**config.mk**
```make
export PLATFORM = sky130hd
export DESIGN_NAME = fetch_ctrl
export DESIGN_NICKNAME = d
export VERILOG_FILES = /design/src/rtl/fetch_ctrl.sv
export SDC_FILE = /design/constraint.sdc
export NUM_CORES = 1
export LEC_CHECK = 0
export ABC_CLOCK_PERIOD_IN_PS = 2100
export CAP_MARGIN = 20
export CORE_ASPECT_RATIO = 1.4
export CORE_UTILIZATION = 44
export CTS_CLUSTER_DIAMETER = 30
export CTS_CLUSTER_SIZE = 12
export DETAILED_ROUTE_END_ITERATION = 10
export MAX_ROUTING_LAYER = met4
export PLACE_DENSITY = 0.79
export REMOVE_ABC_BUFFERS = 1
export SYNTH_ARGS = -nofsm -noshare
export SYNTH_HDL_FRONTEND = slang
export SYNTH_SLANG_ARGS = --single-unit
```
**constraint.sdc**
```tcl
create_clock -name clk -period 2.1 [get_ports clk]
set_input_delay 0.315 -clock clk [delete_from_list [all_inputs] [get_ports clk]]
set_output_delay 0.315 -clock clk [all_outputs]
set_load 0.01 [all_outputs]
```
**src/rtl/fetch_ctrl.sv**
```systemverilog
// fetch_ctrl: instruction fetch sequencer for the dual-issue front end.
//
// Owns the fetch PC and keeps at most one 2-word request outstanding on the
// instruction port. Returned words go straight into the instruction FIFO.
// Redirects flush the FIFO and retarget the PC. If a request is already in
// flight, its response is discarded. A misaligned PC produces a FIFO entry
// flagged with a fetch address error instead of a bus request.
//
// Ports:
//   clk, rst          clock, synchronous active-high reset
//   redirect_valid    one-cycle flush pulse; redirect_pc is the new fetch target
//   fifo_no_room      FIFO has fewer than 2 free entries
//   inst_data_ok      response strobe; inst_data_ok1/2 qualify word 0/1
//   inst_req          request outstanding, held until inst_data_ok
//   inst_addr         request PC, stable while inst_req is high
//   fifo_rst          clear the FIFO (same cycle as redirect_valid)
//   fifo_we1/2        write enables for slot 1/2
//   fifo_waddr1/2     PCs for slot 1/2
//   fifo_wexp1        slot-1 exception field; bit 0 = fetch address error
//   busy              FSM is not idle
module fetch_ctrl #(
    parameter logic [31:0] RESET_PC = 32'hBFC0_0000,
    parameter int unsigned EXP_W    = 12
) (
    input  logic             clk,
    input  logic             rst,
    input  logic             redirect_valid,
    input  logic [31:0]      redirect_pc,
    input  logic             fifo_no_room,
    input  logic             inst_data_ok,
    input  logic             inst_data_ok1,
    input  logic             inst_data_ok2,
    output logic             inst_req,
    output logic [31:0]      inst_addr,
    output logic             fifo_rst,
    output logic             fifo_we1,
    output logic             fifo_we2,
    output logic [31:0]      fifo_waddr1,
    output logic [31:0]      fifo_waddr2,
    output logic [EXP_W-1:0] fifo_wexp1,
    output logic             busy
);

    typedef enum logic [1:0] {StIdle, StIssue, StWait, StDrop} state_e;

    state_e      state;
    logic [31:0] pc;
    logic [31:0] target;  // redirect target held while a dropped response is pending
    logic        misaligned;

    assign misaligned = (pc[1:0] != 2'b00);

    always_ff @(posedge clk) begin
        if (rst) begin
            state  <= StIdle;
            pc     <= RESET_PC;
            target <= RESET_PC;
        end else if (redirect_valid) begin
            unique case (state)
                StIdle, StIssue: begin
                    pc    <= redirect_pc;
                    state <= StIssue;
                end
                StWait: begin
                    if (inst_data_ok) begin
                        pc    <= redirect_pc;
                        state <= StIssue;
                    end else begin
                        target <= redirect_pc;
                        state  <= StDrop;
                    end
                end
                StDrop: begin
                    target <= redirect_pc;
                    if (inst_data_ok) begin
                        pc    <= redirect_pc;
                        state <= StIssue;
                    end
                end
                default: state <= StIdle;
            endcase
        end else begin
            unique case (state)
                StIdle: state <= StIssue;
                StIssue: begin
                    // Misaligned PC never issues; it sits here until a redirect.
                    if (!misaligned && !fifo_no_room) begin
                        state <= StWait;
                    end
                end
                StWait: begin
                    if (inst_data_ok) begin
                        // Word 2 without word 1 is a protocol error and is ignored.
                        if (inst_data_ok1 && inst_data_ok2) begin
                            pc <= pc + 32'd8;
                        end else if (inst_data_ok1) begin
                            pc <= pc + 32'd4;
                        end
                        state <= StIssue;
                    end
                end
                StDrop: begin
                    if (inst_data_ok) begin
                        pc    <= target;
                        state <= StIssue;
                    end
                end
                default: state <= StIdle;
            endcase
        end
    end

    // Request line is a pure decode of the state register.
    assign inst_req    = (state == StWait) || (state == StDrop);
    assign inst_addr   = pc;
    assign fifo_rst    = redirect_valid;
    assign fifo_waddr1 = pc;
    assign fifo_waddr2 = pc + 32'd4;
    assign busy        = (state != StIdle);

    always_comb begin
        fifo_we1   = 1'b0;
        fifo_we2   = 1'b0;
        fifo_wexp1 = '0;
        if (state == StIssue && misaligned) begin
            fifo_wexp1[0] = 1'b1;
        end
        if (!redirect_valid) begin
            unique case (state)
                StIssue: begin
                    if (misaligned && !fifo_no_room) begin
                        fifo_we1 = 1'b1;
                    end
                end
                StWait: begin
                    if (inst_data_ok) begin
                        fifo_we1 = inst_data_ok1;
                        fifo_we2 = inst_data_ok1 && inst_data_ok2;
                    end
                end
                default: ;
            endcase
        end
    end

endmodule

```
Word level (Yosys, flattened, before mapping). Cells that the tools add are included.

Register bits after elaboration: 66. Output and inout port bits: 113.

Add/subtract/negate cells: 2. Eq/ne operators: 9. Multiplexer cells: 24. Reductions and logical operators: 16.

Operator list (count): 32-bit two-way mux (7); 32-bit case mux with 2 select lines (3); 32-bit by 3-bit adder with 32-bit output (second input constant) (1); 32-bit by 4-bit adder with 32-bit output (second input constant) (1); 2-bit case mux with 3 select lines (2); 3-bit != test (second input constant) (3); 2-bit two-way mux (4); 1-bit two-way mux (7); 2-bit nonzero test (3); 5-bit AND reduction (1); 2-bit equality test (second input constant) (2); 1-bit logical AND (4); 4-bit != test (second input constant) (1); 2-bit OR reduction (2); 3-bit by 2-bit != test with 1-bit output (second input constant) (1); 3-bit AND reduction (1); 3-bit nonzero test (1); 2-bit by 1-bit equality test with 1-bit output (second input constant) (1); 1-bit zero test (2); 2-bit zero test (1); 2-bit != test (second input constant) (1); 1-bit case mux with 2 select lines (1); 1-bit logical OR (1).

Longest topological paths before layout.
Word-level depth: 6. Mapped depth: 10.

Worst setup path after synthesis. No wires, ideal clock.

Path type: register to output. Start: register pc[4], in the netlist fifo_waddr1[4]. End: output port fifo_waddr2[31]. Arrival time: 1835 ps. Setup slack: -50 ps. Stages on the path, launching flop included: 7. Cell sequence: dfxtp_1 ha_1 nand4_2 nor4_4 nand2_1 nor2_1 xor2_1.

Cells in the longest elaborated chain, start to end: 1.

Ends and longest elaborated chain: start, declared (line 47) `logic [31:0] pc;`; start signal, assigned (line 61) `pc <= redirect_pc;`; start signal, assigned (line 66) `pc <= redirect_pc;`; start signal, assigned (line 76) `pc <= redirect_pc;`; 32-bit by 3-bit adder with 32-bit output (line 118) `assign fifo_waddr2 = pc + 32'd4;`; end, declared (line 39) `output logic [31:0] fifo_waddr2,`.

Every way passes these cells.

Final worst setup path.
Start: register pc[4], in the netlist fifo_waddr1[4]. End: output port fifo_waddr2[23].

The elaborated chain is that of the path after synthesis.

==> results.toml <==
[pwr]
power.internal_uw = 3290
power_density_nw_per_um2 = 573
ir_worst_vdd_uv = 470
leakage_uw = 0.00351
p_total_uw = 4790
pwr-share-clk = 0.377
p_comb_frac = 0.322
seqPwrFrac = 0.300
p_sw_uw = 1500
swShare = 0.313

[flow_run]
max_cap_viol_count = 0

[clock_tree]
numCtsBuffers = 9
cts.sinks = 66
ctsHtreeMaxLevel = 3
worstSkewPairLatency_ns = 0.35
clk_pin_slew_ns = 0.06
cts_root_buffer = "clkbuf_16"
clockBufferDepth = 2
cts_tree = "yes"

[drt]
drt_iter0_drc = 642
first_pass_iters = 6
routedWlPerCell_um = 20.6
dr_total_vias = 6625
drc = 0
drt-total-wl_um = 22000
via_per_inst = 6.19
final_antenna_net_count = 0

[place]
routabilityCongestion = 0.976
hpwlAfterDp_um = 13700
dp.cells = 1017
place_area_um2 = 7160
io_buffers = 140

[synthesis]
syn_area_um2 = 5010
ys_seq_area_frac = 0.264
ys_warn_count = 0
synth_cell_types = 72
yosysTopAreaCell = "dfxtp_1"
synth_area_leaders = "dfxtp_1, nand2_1, buf_4"
synth_edf_count = 0
syn_area_per_cell_um2 = 7.34
synth_cells = 682
ys_ff_latch = 66
ys.flop_type = "dfxtp_1"
yosys.area.top_type_share = 0.264
async_flop_share = 0

[timing]
setup_viol = 23
finalHoldViolCount = 0
rsz0062_at_grt = "yes"
finalCriticalPeriod_ns = 2.34
fin_crit_sh = 1.12
worst_pin_slew_ns = 0.626
relSlewSlack = 0.577
clock-skew-final_ns = 0.00783
report.final.slew_viol_count = 0
fmax_mhz = 427
worst_slack_ns = -0.242

[min_path]
min_path_type = "reg -> reg"
min_from = "target[29]$_SDFFE_PP1P_"
min_to = "target[29]$_SDFFE_PP1P_"
min_delay_path_depth = 2

[global_route]
grt_pass1_vias = 6193
grt_max_degree = 41
grt_pass1_wl_um = 31500
grt_usage = 0.348
grt_overflow = 0
antenna_found_initial = 0

[setup_path]
rr_startpoint = "fifo_waddr1[4]$_SDFFE_PP0P_"
end_kind = "output port"
rr_endpoint = "fifo_waddr1[13]$_SDFFE_PP0P_"
cp.buffers_inverters = 2
cpLargestDelayFamily = "simple AND/OR/NAND/NOR gates"
cpMaxStageDelayCell = "dfxtp_4"
r2r_setup_slack_ns = -0.12
path_class = "reg -> out"
required_ns = 1.78
cp_max_fo = 4
worstPathCellList = "ha_4 -> nand4_4 -> nor4_4 -> nand2_2 -> buf_6 -> xnor2_4 -> buf_2"
max_stage_delay_ns = 0.38
arrival_ns = 2.03
critPathLaunchType = "flop"
r2r_cells = 9

[outcome]
violations = "setup timing"
status = "complete, but fails checks"

[floorplan]
coreArea_um2 = 11000
io_pins = 152
dieHeight_um = 128
die_width_um = 92.2
core.rowCount = 45
die_area_um2 = 11800
start_util = 0.456

[finish]
antenna_cells = 0
fin_util = 0.761
stdcell_count = 1070
syn2layout_area_growth_pct = 66.9
n_fill_cell = 713
final_area_um2 = 8360
finalNetCount = 969
drive_gt1_frac = 0.360
-- power groups by stage --
stage	Sequential, uW	Combinational [uW]	Clock, uW
floorplan	1530	439	0
global placement	1440	1360	0
detailed placement	1440	1390	0
CTS	1430	1420	1790
global route	1440	1640	1850
finish	1440	1540	1810
-- worst max-delay path by stage --
stage,depth (start not counted),endpoint,startpoint
after global placement,6,fifo_waddr2[21],fifo_waddr1[10]$_SDFFE_PP0P_
after detailed placement,7,fifo_waddr2[25],fifo_waddr1[4]$_SDFFE_PP0P_
final,7,fifo_waddr2[23],fifo_waddr1[4]$_SDFFE_PP0P_
after floorplan,7,fifo_waddr1[28]$_SDFFE_PP1P_,state[0]$_SDFFE_PP0P_
after CTS,7,fifo_waddr2[19],fifo_waddr1[7]$_SDFFE_PP0P_
after global routing,7,fifo_waddr2[23],fifo_waddr1[4]$_SDFFE_PP0P_
-- what timing repair did --
| item | in CTS | in global routing |
|---|---|---|
| hold buffers | 0 | 0 |
| buffers inserted | 25 | 13 |
| setup endpoints to repair | 37 | 42 |
| pin swaps | 39 | 40 |
| endpoints found under the hold margin | 0 | 0 |
| gates resized for setup | 211 | 61 |
-- flip-flops by register name, indices dropped and copies added, names as in the netlist --
register,flops
target,32
fifo_waddr1,32
state,2
-- cell usage after synthesis (4+ instances only) --
master / instances
nand2_1: 117
a21oi_1: 69
dfxtp_1: 66
buf_4: 50
nor2_1: 45
clkbuf_1: 33
o21ai_0: 30
buf_2: 20
nand3_1: 19
xnor2_1: 19
nor3_1: 16
inv_1: 15
nand3b_1: 14
nand4_1: 13
xor2_1: 12
and3_1: 8
a22oi_1: 7
a31oi_1: 7
nor4_1: 7
a211oi_1: 6
ha_1: 6
nor3b_1: 6
o211ai_1: 6
o21ai_1: 6
mux2i_1: 5
a21o_1: 4
nor2b_1: 4
nor4_4: 4
or3_1: 4
-- metrics by stage --
step                      worst slack, ns  hold WS (ns)  setup TNS [ns]
after floorplan                     -1.19         0.384          -40.97
after global placement             -0.332         0.437           -9.00
after detailed placement           -0.348         0.447          -11.06
after CTS                          -0.158         0.455          -0.901
after global routing               -0.267         0.475           -4.09
final                              -0.242         0.454           -2.71
-- layout by cell type (no fill, tap or decap), drive strengths merged, types with 9 or more instances in the layout --
cell type / n
nor2: 46
a21oi: 69
buf: 208
clkdlybuf4s50: 106
xnor2: 19
xor2: 12
inv: 15
dfxtp: 66
nor4: 14
conb: 11
clkbuf: 14
nand2: 117
nor3: 17
nand4: 18
nand3b: 14
nand3: 19
and3: 9
o21ai: 36
-- kinds of logic after synthesis --
kind of cell / Yosys count / share of synthesized area
AOI/OAI and AO/OA: 173 / 0.225
xor gates and xnor gates: 31 / 0.0542
adders and majority gates: 6 / 0.0150
buffers and inverters: 119 / 0.132
DFF: 66 / 0.264
muxes: 5 / 0.0100
other: 1 / 0.000749
and+or+nand+nor: 281 / 0.299
-- worst reg2reg max path, delay by kind of cell, from the launching register on --
| kind | cells | cell delay, ns |
|---|---|---|
| buffers and inverters | 2 | 0.31 |
| and+or+nand+nor | 5 | 1.06 |
| DFF | 1 | 0.38 |
| adders and majority gates | 1 | 0.18 |
| AOI/OAI and AO/OA | 1 | 0.15 |
-- layout make-up --
class,count,area [um^2],share of cell area
Multi-Input combinational cell,507,3570,0.427
Sequential cell,66,1390,0.166
Clock buffer,12,246,0.0295
Clock inverter,4,98.8,0.0118
Tap cell,141,176,0.0211
Inverter,15,56.3,0.00674
Timing Repair Buffer,325,2820,0.337
-- per-layer routing --
metal  part of all wire  wire length, um  GRT usage  vias up
li1                   -                -          -     2845
met1               0.34             7500      0.373     3074
met2               0.49            10900      0.607      539
met3              0.094             2070     0.0552      167
met4              0.073             1610      0.195        0
met5                  0                0          -        -
(Power assumes the default switching activity.)
